### config.mk
export PLATFORM = sky130hd
export DESIGN_NAME = crc_ram_sequencer
export DESIGN_NICKNAME = d
export VERILOG_FILES = /design/src/rtl/crc_ram_sequencer.sv
export SDC_FILE = /design/constraint.sdc
export NUM_CORES = 1
export LEC_CHECK = 0
export CAP_MARGIN = 20
export CELL_PAD_IN_SITES_DETAIL_PLACEMENT = 1
export CELL_PAD_IN_SITES_GLOBAL_PLACEMENT = 2
export CORE_UTILIZATION = 29
export CTS_CLUSTER_SIZE = 20
export DETAILED_ROUTE_END_ITERATION = 10
export PLACE_DENSITY_LB_ADDON = 0.25
export SETUP_SLACK_MARGIN = 0.1
export SLEW_MARGIN = 20
export SYNTH_ARGS = -nofsm -noshare
export SYNTH_HDL_FRONTEND = slang
export SYNTH_SLANG_ARGS = --single-unit
### constraint.sdc
create_clock -name clk_clk -period 2.4 [get_ports clk_clk]
set_input_delay 0.24 -clock clk_clk [delete_from_list [all_inputs] [get_ports clk_clk]]
set_output_delay 0.24 -clock clk_clk [all_outputs]
set_load 0.01 [all_outputs]
### src/rtl/crc_ram_sequencer.sv
// crc_ram_sequencer
//   Command-driven controller for one port of the dual-port CRC RAM. A command
//   streams a byte range out of the RAM (one read per cycle), runs
//   CRC-16/CCITT-FALSE over it, and then either reports the CRC (mode 0/3),
//   appends it big-endian after the range (mode 1), or checks for a zero
//   residue over a range that already carries its CRC (mode 2).
//
// Ports
//   clk_clk, reset_reset           clock, asynchronous active-high reset
//   cmd_valid/cmd_ready            command handshake (ready only in IDLE)
//   cmd_base[7:0]                  first RAM address
//   cmd_len[8:0]                   byte count, saturated to 256
//   cmd_mode[1:0]                  0 compute, 1 append, 2 verify, 3 as 0
//   mem_*                          RAM port (address, chipselect, clken,
//                                  write, writedata, readdata)
//   busy                           high outside IDLE
//   done_valid                     one-cycle completion pulse
//   done_crc[15:0], done_ok        held results of the last completion
module crc_ram_sequencer #(
  parameter int          RD_LATENCY = 1,
  parameter logic [15:0] POLY       = 16'h1021,
  parameter logic [15:0] INIT       = 16'hFFFF
) (
  input  logic        clk_clk,
  input  logic        reset_reset,
  input  logic        cmd_valid,
  output logic        cmd_ready,
  input  logic [7:0]  cmd_base,
  input  logic [8:0]  cmd_len,
  input  logic [1:0]  cmd_mode,
  output logic [7:0]  mem_address,
  output logic        mem_chipselect,
  output logic        mem_clken,
  output logic        mem_write,
  output logic [7:0]  mem_writedata,
  input  logic [7:0]  mem_readdata,
  output logic        busy,
  output logic        done_valid,
  output logic [15:0] done_crc,
  output logic        done_ok
);

  typedef enum logic [2:0] {
    S_IDLE,
    S_READ,
    S_DRAIN,
    S_WR_HI,
    S_WR_LO,
    S_DONE
  } state_t;

  // Oldest slot of the return-tag pipe; that slot lines up with readdata.
  localparam logic [RD_LATENCY-1:0] TAG_TOP = RD_LATENCY'(1 << (RD_LATENCY - 1));

  state_t                  state_q, state_d;
  logic [8:0]              idx_q, idx_d;
  logic [RD_LATENCY-1:0]   tag_q, tag_d;
  logic [15:0]             done_crc_q, done_crc_d;
  logic                    done_ok_q, done_ok_d;

  logic [7:0]              base_q, base_d;
  logic [8:0]              len_q, len_d;
  logic [1:0]              mode_q, mode_d;
  logic [15:0]             crc_q, crc_d;

  logic [8:0]              len_sat;
  logic                    issue;

  // One byte of CRC-16, MSB first, eight shift/XOR steps unrolled.
  function automatic logic [15:0] crc_byte(input logic [15:0] c_in,
                                           input logic [7:0]  b);
    logic [15:0] c;
    c = c_in ^ {b, 8'h00};
    for (int k = 0; k < 8; k++) begin
      if (c[15]) c = {c[14:0], 1'b0} ^ POLY;
      else       c = {c[14:0], 1'b0};
    end
    return c;
  endfunction

  always_comb begin
    len_sat        = (cmd_len > 9'd256) ? 9'd256 : cmd_len;
    state_d        = state_q;
    idx_d          = idx_q;
    base_d         = base_q;
    len_d          = len_q;
    mode_d         = mode_q;
    done_crc_d     = done_crc_q;
    done_ok_d      = done_ok_q;
    issue          = 1'b0;
    mem_address    = 8'h00;
    mem_chipselect = 1'b0;
    mem_write      = 1'b0;
    mem_writedata  = 8'h00;

    // Returning read beat folds into the CRC in the cycle it is tagged.
    crc_d = crc_q;
    if (tag_q[RD_LATENCY-1]) crc_d = crc_byte(crc_q, mem_readdata);

    case (state_q)
      S_IDLE: begin
        if (cmd_valid) begin
          base_d = cmd_base;
          len_d  = len_sat;
          mode_d = cmd_mode;
          idx_d  = 9'd0;
          crc_d  = INIT;
          if (len_sat == 9'd0) state_d = (cmd_mode == 2'd1) ? S_WR_HI : S_DONE;
          else                 state_d = S_READ;
        end
      end
      S_READ: begin
        issue          = 1'b1;
        mem_chipselect = 1'b1;
        mem_address    = base_q + idx_q[7:0];
        idx_d          = idx_q + 9'd1;
        if (idx_q == len_q - 9'd1) state_d = S_DRAIN;
      end
      S_DRAIN: begin
        // Leave once the only outstanding beat is the one landing this cycle.
        if ((tag_q & ~TAG_TOP) == '0) state_d = (mode_q == 2'd1) ? S_WR_HI : S_DONE;
      end
      S_WR_HI: begin
        mem_chipselect = 1'b1;
        mem_write      = 1'b1;
        mem_address    = base_q + len_q[7:0];
        mem_writedata  = crc_q[15:8];
        state_d        = S_WR_LO;
      end
      S_WR_LO: begin
        mem_chipselect = 1'b1;
        mem_write      = 1'b1;
        mem_address    = base_q + len_q[7:0] + 8'd1;
        mem_writedata  = crc_q[7:0];
        state_d        = S_DONE;
      end
      S_DONE: begin
        state_d = S_IDLE;
      end
      default: state_d = S_IDLE;
    endcase

    tag_d = (tag_q << 1) | RD_LATENCY'(issue);

    // Results are captured on entry to DONE so they are visible with the pulse.
    if (state_d == S_DONE && state_q != S_DONE) begin
      done_crc_d = crc_d;
      done_ok_d  = (mode_d == 2'd2) && (crc_d == 16'h0000) && (len_d >= 9'd2);
    end
  end

  always_ff @(posedge clk_clk or posedge reset_reset) begin
    if (reset_reset) begin
      state_q    <= S_IDLE;
      idx_q      <= 9'd0;
      tag_q      <= '0;
      done_crc_q <= 16'h0000;
      done_ok_q  <= 1'b0;
    end else begin
      state_q    <= state_d;
      idx_q      <= idx_d;
      tag_q      <= tag_d;
      done_crc_q <= done_crc_d;
      done_ok_q  <= done_ok_d;
    end
  end

  // Command operands and CRC accumulator are only consumed after an accept.
  always_ff @(posedge clk_clk) begin
    base_q <= base_d;
    len_q  <= len_d;
    mode_q <= mode_d;
    crc_q  <= crc_d;
  end

  assign cmd_ready  = (state_q == S_IDLE);
  assign busy       = (state_q != S_IDLE);
  assign done_valid = (state_q == S_DONE);
  assign done_crc   = done_crc_q;
  assign done_ok    = done_ok_q;
  assign mem_clken  = ~reset_reset;

endmodule
### Word level (Yosys, flattened, before mapping)

Index checks and enable logic that the tools add are counted.

| storage, ports and cells | value |
|---|---|
| register bits | 65 |
| bits in latches | 0 |
| bits in writable memories | 0 |
| bits in read-only memories | 0 |
| input bits | 30 |
| output and inout bits | 39 |
| logic and storage cells | 86 |
| memories kept | 0 |

| operators by class | value |
|---|---|
| add/subtract/negate cells | 5 |
| $mul | 0 |
| div/mod/pow operators | 0 |
| magnitude comparators | 2 |
| equality and inequality tests | 12 |
| shift operators | 0 |
| mux-type cells | 36 |
| bitwise operators | 10 |
| reduce and logical (&&, ||, !) cells | 12 |

Operators with widths:

| kind | count |
|---|---|
| two-way mux 16 bit | 10 |
| two-way mux 13 bit | 8 |
| two-way mux 9 bit | 4 |
| inverter 3 bit | 8 |
| case mux 8 bit (3 select lines) | 1 |
| case mux 9 bit (2 select lines) | 1 |
| adder 8 bit | 2 |
| logical NOT 16 bit | 1 |
| case mux 8 bit (2 select lines) | 1 |
| XOR 16 bit | 1 |
| two-way mux 3 bit | 5 |
| case mux 3 bit (5 select lines) | 1 |
| adder 9 x 1 -> 9 bit, second input constant | 1 |
| == test 3 bit, second input constant | 3 |
| == test 9 bit | 1 |
| greater-or-equal comparator 9 x 2 -> 1 bit, second input constant | 1 |
| > comparator 9 bit, second input constant | 1 |
| logical NOT 9 bit | 1 |
| subtractor 9 x 1 -> 9 bit, second input constant | 1 |
| adder 8 x 1 -> 8 bit, second input constant | 1 |
| == test 3 x 2 -> 1 bit, second input constant | 2 |
| == test 2 x 1 -> 1 bit, second input constant | 2 |
| two-way mux 2 bit | 2 |
| AND reduction 2 bit | 2 |
| other kinds (12) | 16 |

### Logic depth before layout (Yosys ltp)

Gate-level depths: netlist of the first run.

| logic depth | value |
|---|---|
| word-level depth | 30 |
| gate-level depth with buffers | 10 |
| gate-level depth less buffers | 9 |

### Worst setup path after synthesis of the first run

No wires, ideal clock.

| timing path | value |
|---|---|
| path kind | register to output |
| start | reg base_q[0] |
| end | out mem_address[7] |
| arrival | 2.192 ns |
| required time | 2.160 ns |
| setup slack | -0.032 ns |
| stages on the path, launching flop included | 10 |
| path buffers | 0 |
| cells stage by stage | edfxtp_1 > ha_1 > fa_1 > a21o_1 > a21oi_1 > xnor2_1 > nand3_1 > nor3_1 > xnor2_1 > a21o_1 |

| on the way | value |
|---|---|
| cells in the longest elaborated chain, start to end | 3 |
| elaborated cells between the ends (all ways) | 4 |
| classes of those cells | 3 x add/sub; 1 x mux |

Ends and longest elaborated chain:

| element | RTL line | source |
|---|---|---|
| start: declaration | 61 | `logic [7:0] base_q, base_d;` |
| start signal: assignment | 170 | `base_q <= base_d;` |
| adder 8 bit | 126, 133 |  |
| adder 8 x 1 -> 8 bit | 133 | `mem_address = base_q + len_q[7:0] + 8'd1;` |
| case mux 8 bit (3 select lines) * | 100 | `case (state_q)` |
| end: declaration | 31 | `output logic [7:0] mem_address,` |

Every way passes the cells marked *; elsewhere a longest branch is shown, timed or not.

### Worst setup path in the final report of the first run

Ends and elaborated chain as after synthesis.

==> results of run 1 <==
[state kept, by name (all words and copies together), names as in the netlist]
signal    cells
base_q        8
crc_q        16
done_crc     16
done_ok       1
idx_q         9
len_q         9
mode_q        2
state_q       3
tag_q         1
[power by group through the flow]
| stage | registers, W | logic [W] | clock network [W] |
|---|---|---|---|
| global route | 0.00214 | 0.00636 | 0.00133 |
| detailed placement | 0.00201 | 0.00519 | 0 |
| finish | 0.00208 | 0.00583 | 0.00126 |
| CTS | 0.00200 | 0.00535 | 0.00128 |
| global placement | 0.00199 | 0.00509 | 0 |
| floorplan | 0.00202 | 0.00288 | 0 |
[final cells by class]
class	instances	area, um^2	area share
repair buffers	163	1470	0.237
multi-input cells	346	2650	0.426
inverters	12	52.6	0.00846
flip-flops and latches	65	1530	0.247
clock inverters	4	26.3	0.00423
clock buffers	12	258	0.0415
well taps	176	220	0.0355
[through the flow]
stage | TNS, ns | hold WS (ns) | setup slack (ns)
CTS | -2.01 | 0.460 | -0.551
global route | -2.42 | 0.457 | -0.580
detailed placement | -2.40 | 0.468 | -0.587
floorplan | 0 | 0.339 | 0.0767
finish | -1.79 | 0.451 | -0.485
global placement | -2.05 | 0.466 | -0.514
[critical path: stages, from the launching register on]
cell	delay, ns
edfxtp_1	0.44
ha_4	0.20
fa_2	0.38
a211oi_2	0.19
o21bai_1	0.09
a21oi_1	0.18
xor2_1	0.09
buf_4	0.16
nor3_4	0.17
xnor2_1	0.09
a21o_1	0.18
buf_2	0.13
[final timing paths]
check / to / slack (ns) / depth (start not counted)
setup / recovery: mem_address[7] / -0.49 / 11
hold / removal: done_crc[6] / 0.45 / 3
setup reg to reg: done_crc[0] / 0.03 / 15
hold reg to reg: mode_q[0] / 0.48 / 2
max in group asynchronous: idx_q[7] / 1.62 / 3
min in group clk_clk: base_q[2] / 0.46 / 1
[cells in the mapped netlist, types with 11 or more instances]
| library cell | number | area, um^2 |
|---|---|---|
| o21ai_0 | 35 | 175 |
| ha_1 | 17 | 213 |
| a21oi_1 | 16 | 80.1 |
| nand3_1 | 17 | 85.1 |
| dfrtp_1 | 30 | 751 |
| xor2_1 | 18 | 158 |
| clkbuf_1 | 12 | 45.0 |
| nand2_1 | 55 | 206 |
| dfxtp_1 | 27 | 541 |
| inv_1 | 11 | 41.3 |
| xnor2_1 | 40 | 350 |
| a31oi_1 | 18 | 113 |
| nor2_1 | 35 | 131 |
[layer usage]
layer,track usage,vias to the layer above,share of wire
li1,-,1888,-
met1,0.260,1889,0.49
met2,0.302,60,0.47
met3,0.0329,12,0.027
met4,0.0529,0,0.012
met5,0,-,0
[logic make-up after synthesis]
logic type	count (synthesis)	synth area share
fa+ha+maj	19	0.0648
simple gates	152	0.184
mux	8	0.0205
xor+xnor	58	0.130
compound gates	109	0.177
flops	65	0.393
buf+inv	30	0.0311
[repair_timing]
action                     CTS  global route
pin swaps                   17            22
gates cloned                 1             4
gates resized for setup     70            76
setup endpoints to repair   19            32
hold buffers                 0             0
setup buffers               10            11
==> metrics.txt, run 1 <==
Power Total around 0.009 W; ys flop type dfrtp_1; final wirelength roughly 14000 um; most frequent cells in the layout buf_4, nand2_1, clkdlybuf4s50_1, xnor2_1, o21ai_0; vias 3849; Final Util 0.471; clock share of power 0.137; Via density between 4 and 5; GR Overflow Total 0; placed cell areas approximately 0.0053 mm^2; Syn-to-layout area delta 59.2%; Worst VDD drop roughly 0.00045 V; DIE AREA ~0.014 mm^2; Sw Ratio 0.424; Fin. Hold Viols 0; Final Cycle Share 1.20; HP Class input pin to asynchronous set/reset pin; vias in the first global route 3866; CTS sink cnt between 60 and 70; Slew HR 0.643; Req. time, crit path ~2.2 ns; Post-synth EDFFs 8; post-route insts no fill a little under 800; CTS tree yes; most common cell after layout, fill and taps aside buf_4; Worst Tran Pin Value approximately 0.53 ns; crit path DAT between 2 and 3 ns; ANT nets after route 0; post-synthesis sequential area ratio 0.393; core area roughly 0.013 mm^2; Reg clk slew, reported paths roughly 0.060 ns; FF-to-FF Start state_q[2]; Async SR Flop Fraction 0.462; CP Max Fanout 3; Final Max Tran Viols 0; number of iterations in the first detailed-routing pass 4; Starting Density 0.296; YS warnings 0; 1st-iter DRT viols between 150 and 200; root buffer cell clkbuf_16; setup ws final -0.485 ns; Syn Inst Count approximately 440; largest net degree at the start of global routing 34; layout cells sized above 1 0.302; total track usage 0.189; WL/cell about 18 um; CP Capture Type output port; global-route wire length before repair roughly 20000 um; clock buffer count from CTS 9; P_sw approximately 0.0039 W; pwr/cell area 1480 mW/mm^2; Avg Inst Size Synth 8.84 um^2; Final min period ~2.9 ns; worst skew pair latency about 0.34 ns; max-cap violation count 0; Die X between 100 and 150 um; distinct cell type count after synthesis 54; # port buffers between 60 and 70; dpl cells about 740; final instance area between 0.006 and 0.007 mm^2; Post-Syn Nets 490; H-tree depth 3; Row Count 42; failing checks negative setup slack; Antenna Cells 0; CP startpoint kind flip-flop; share of power burned in registers 0.227; combinational share of power 0.636; Max Clock Freq around 350 MHz; Layout fillers roughly 1500; initial antenna violation count 0; post-synthesis register bit count between 60 and 70; Die Y between 100 and 150 um; gpl congestion approximately 0.84; Top Ports 69; final setup violating endpoints 6; synthesized cell area 0.00390 mm^2; skew final ~0.0085 ns; critical path type flip-flop to output port; clk buf depth 2; status complete, but fails checks; HPWL Detailed 9590 um; P_leak between 2 and 3 nW; Nets around 650; DRC Markers 0; Power Internal roughly 0.0053 W; RSZ-0062 raised after global routing yes; Setup crit start base_q[0]
No activity file was read; power rests on OpenSTA's default activity.
==> run 2, diff against run 1 <==
--- a/config.mk
+++ b/config.mk
@@ -5,15 +5,15 @@
 export SDC_FILE = /design/constraint.sdc
 export NUM_CORES = 1
 export LEC_CHECK = 0
+export ABC_AREA = 1
 export CAP_MARGIN = 20
 export CELL_PAD_IN_SITES_DETAIL_PLACEMENT = 1
 export CELL_PAD_IN_SITES_GLOBAL_PLACEMENT = 2
-export CORE_UTILIZATION = 29
+export CORE_UTILIZATION = 27
 export CTS_CLUSTER_SIZE = 20
 export DETAILED_ROUTE_END_ITERATION = 10
 export PLACE_DENSITY_LB_ADDON = 0.25
 export SETUP_SLACK_MARGIN = 0.1
-export SLEW_MARGIN = 20
 export SYNTH_ARGS = -nofsm -noshare
 export SYNTH_HDL_FRONTEND = slang
 export SYNTH_SLANG_ARGS = --single-unit
==> run 2 against run 1 <==
Largest cell class unchanged; via count rose by 28%; sequential cell count did not move; utilization fell by 5.9 points; non-clock buffer count fell by 11; count of clock-buffer cells in the layout fell by 2; the flow still finishes with violations (negative setup slack); critical endpoint is now mem_address[6]; synthesized area rose by 14%; sequential power fell by 8%; synthesized cell count rose by 56%.
==> metrics.txt, run 2 <==
status complete, but fails checks (unchanged); failing checks negative setup slack (unchanged); RSZ-0062 raised after global routing yes (unchanged); layout cells sized above 1 0.222 (was 0.302); DRC Markers 0 (unchanged); Top Ports 69 (unchanged); cell family with most CP delay adder cells (was compound AO/OA/AOI/OAI gates); Avg Inst Size Synth 6.46 um^2 (was 8.84 um^2); CP Max Fanout 3 (unchanged); CP Capture Type output port (unchanged); setup ws final -0.366 ns (was -0.485 ns); Post-Syn Nets 738 (was 490); pwr/cell area 1360 mW/mm^2 (was 1480 mW/mm^2); skew final 0.0102 ns (was 0.00848 ns); number of iterations in the first detailed-routing pass 4 (unchanged); worst skew pair latency 0.34 ns (about the same); Post-synth EDFFs 8 (unchanged); total track usage 0.197 (was 0.189); Crit. path cell count 12 (was 11); Layout fillers 2054 (was 1520); Reg clk slew, reported paths 0.06 ns (about the same); synthesized cell area 0.00445 mm^2 (was 0.00390 mm^2); Worst Tran Pin Value 0.425 ns (was 0.531 ns); most frequent cells in the layout nand2_1, inv_1, buf_4, clkdlybuf4s50_1, nor2_1 (was buf_4, nand2_1, clkdlybuf4s50_1, xnor2_1, o21ai_0); CTS sink cnt 65 (unchanged); CP dominant cell by count ha_4; CP startpoint kind flip-flop (unchanged); HPWL Detailed 12800 um (was 9590 um); Max Clock Freq 362 MHz (was 347 MHz); DIE AREA 0.0170 mm^2 (was 0.0139 mm^2); CTS tree yes (unchanged); vias in the first global route 5044 (was 3866); Die Y 130 um (was 118 um); vias 4915 (was 3849); GR Overflow Total 0 (unchanged); crit-path cells ha_4 -> fa_2 -> ha_4 -> inv_2 -> nor2_4 -> nand4_1 -> nor2_1 -> buf_4 -> nand2_2 -> nand2_1 -> nand3_2 -> buf_6 (was ha_4 -> fa_2 -> a211oi_2 -> o21bai_1 -> a21oi_1 -> xor2_1 -> buf_4 -> nor3_4 -> xnor2_1 -> a21o_1 -> buf_2); reg2reg path depth 18 (was 15); clk buf depth 2 (unchanged); most frequent cell after synthesis nand2_1 (unchanged); critical path type flip-flop to output port (unchanged); placed cell areas 0.00582 mm^2 (was 0.00527 mm^2); gpl congestion 0.819 (was 0.842); post-synthesis register bit count 65 (unchanged); Synth top area share 0.217 (was 0.192); global-route wire length before repair 25300 um (was 20400 um); Die X 130 um (was 118 um); ANT nets after route 0 (unchanged); Starting Density 0.278 (was 0.296); 1st-iter DRT viols 115 (was 189); clock buffer count from CTS 9 (unchanged); root buffer cell clkbuf_16 (unchanged); top cells by count, synth nand2_1, inv_1, nor2_1 (was nand2_1, xnor2_1, nor2_1, o21ai_0, dfrtp_1); max-cap violation count 0 (unchanged); crit path DAT 2.53 ns (was 2.65 ns); initial antenna violation count 1 (was 0); Final Max Tran Viols 0 (unchanged); Fin. Hold Viols 0 (unchanged); H-tree depth 3 (unchanged); largest net degree at the start of global routing 31 (was 34); CP peak stage delay 0.58 ns (was 0.44 ns); hold slack 0.463 ns (was 0.451 ns); Async SR Flop Fraction 0.462 (unchanged); Worst VDD drop 0.000458 V (was 0.000448 V); hold path depth 1; ys flop type dfrtp_1 (unchanged); Via density 4.63 (was 4.95); Final Cycle Share 1.15 (was 1.20); final setup violating endpoints 6 (unchanged); distinct cell type count after synthesis 40 (was 54); Final min period 2.77 ns (was 2.89 ns); final instance area 0.00659 mm^2 (was 0.00621 mm^2); P_leak 3.44 nW (was 2.67 nW); Antenna Cells 0 (unchanged); YS warnings 0 (unchanged); Syn-to-layout area delta 47.8% (was 59.2%); final wirelength 16400 um (was 13900 um); ranking of synthesized cells by area nand2_1, dfrtp_1, dfxtp_1 (was dfrtp_1, dfxtp_1, xnor2_1); HP Class input pin to flip-flop (was input pin to asynchronous set/reset pin); Buf+Inv Stages, Crit Path 3 (was 2); Crit-path slowest cell fa_2 (was edfxtp_1); Syn Inst Count 689 (was 441); most common cell after layout, fill and taps aside nand2_1 (was buf_4); Final Util 0.412 (was 0.471); Row Count 46 (was 42); core area 0.0160 mm^2 (was 0.0132 mm^2); Req. time, crit path 2.16 ns (about the same); Slew HR 0.714 (was 0.643); Nets 890 (was 646); post-synthesis sequential area ratio 0.344 (was 0.393); # port buffers 68 (unchanged); WL/cell 15.4 um (was 17.8 um); post-synth top area cell nand2_1 (was dfrtp_1)
[run 2: cell types whose count changed after synthesis, sizes merged, moves of 10 or more]
cell / change
nand2: +206
clkbuf: -10
xnor2: -36
inv: +98
a31oi: -18
nor2: +28
xor2: -10
nand3: +39
[run 2: kinds of logic after synthesis]
logic type / Yosys count / synth area share
AND/OR/NAND/NOR: 395 / 0.368
buffers and inverters: 120 / 0.109
AO/OA/AOI/OAI: 77 / 0.0966
flip-flops: 65 / 0.344
adder cells (fa/ha/maj): 19 / 0.0567
XOR/XNOR: 12 / 0.0236
multiplexers: 1 / 0.00253
[run 2: worst paths after layout]
| check | startpoint | to | slack [ns] |
|---|---|---|---|
| setup / recovery | base_q[0] | mem_address[6] | -0.37 |
| hold / removal | cmd_base[3] | base_q[3] | 0.46 |
| setup reg to reg | len_q[1] | done_crc[14] | 0.16 |
| hold reg to reg | done_crc[15] | done_crc[15] | 0.50 |
| max in group asynchronous | reset_reset | idx_q[4] | 1.61 |
| min in group asynchronous | reset_reset | done_crc[1] | 0.48 |
[run 2: layer usage]
layer / vias to the layer above / wire, um / GRT usage
met5: - / 13 / 0
met1: 2341 / 6770 / 0.223
met4: 2 / 285 / 0.0568
met3: 17 / 536 / 0.0407
li1: 2490 / - / -
met2: 65 / 8770 / 0.372
[run 2: final cells by class]
cell class                 count  area (um^2)  share of cell area
sequential                    65         1540               0.233
inverter                     109          413              0.0627
clock inverter                 6         43.8             0.00665
tap                          216          270              0.0410
multi-input combinational    504         2750               0.417
timing repair buffer         152         1350               0.205
clock buffer                  10          229              0.0348
[run 2: power by group]
part           switching [W]  leakage, nW  internal (W)
sequential          0.000375        0.643       0.00155
clock               0.000530        0.133      0.000704
combinational        0.00332         2.67       0.00250
total                0.00423         3.44       0.00475
[run 2: timing repair]
action                     4_1_cts  5_1_grt
buffers inserted                 6       13
gates cloned                     0        1
hold buffers                     0        0
gates resized for setup         63       63
pin swaps                       16       20
setup endpoints to repair       23       29
[run 2: through the flow]
stage	total power (W)	instances	worst slack [ns]	setup TNS (ns)
2_1_floorplan	0.00479	689	0.138	0
3_3_place_gp	0.00702	1026	-0.434	-1.53
3_5_place_dp	0.00717	1026	-0.478	-1.76
4_1_cts	0.00860	1048	-0.383	-1.59
5_1_grt	0.00979	1062	-0.473	-2.22
6_report	0.00898	1062	-0.366	-1.52
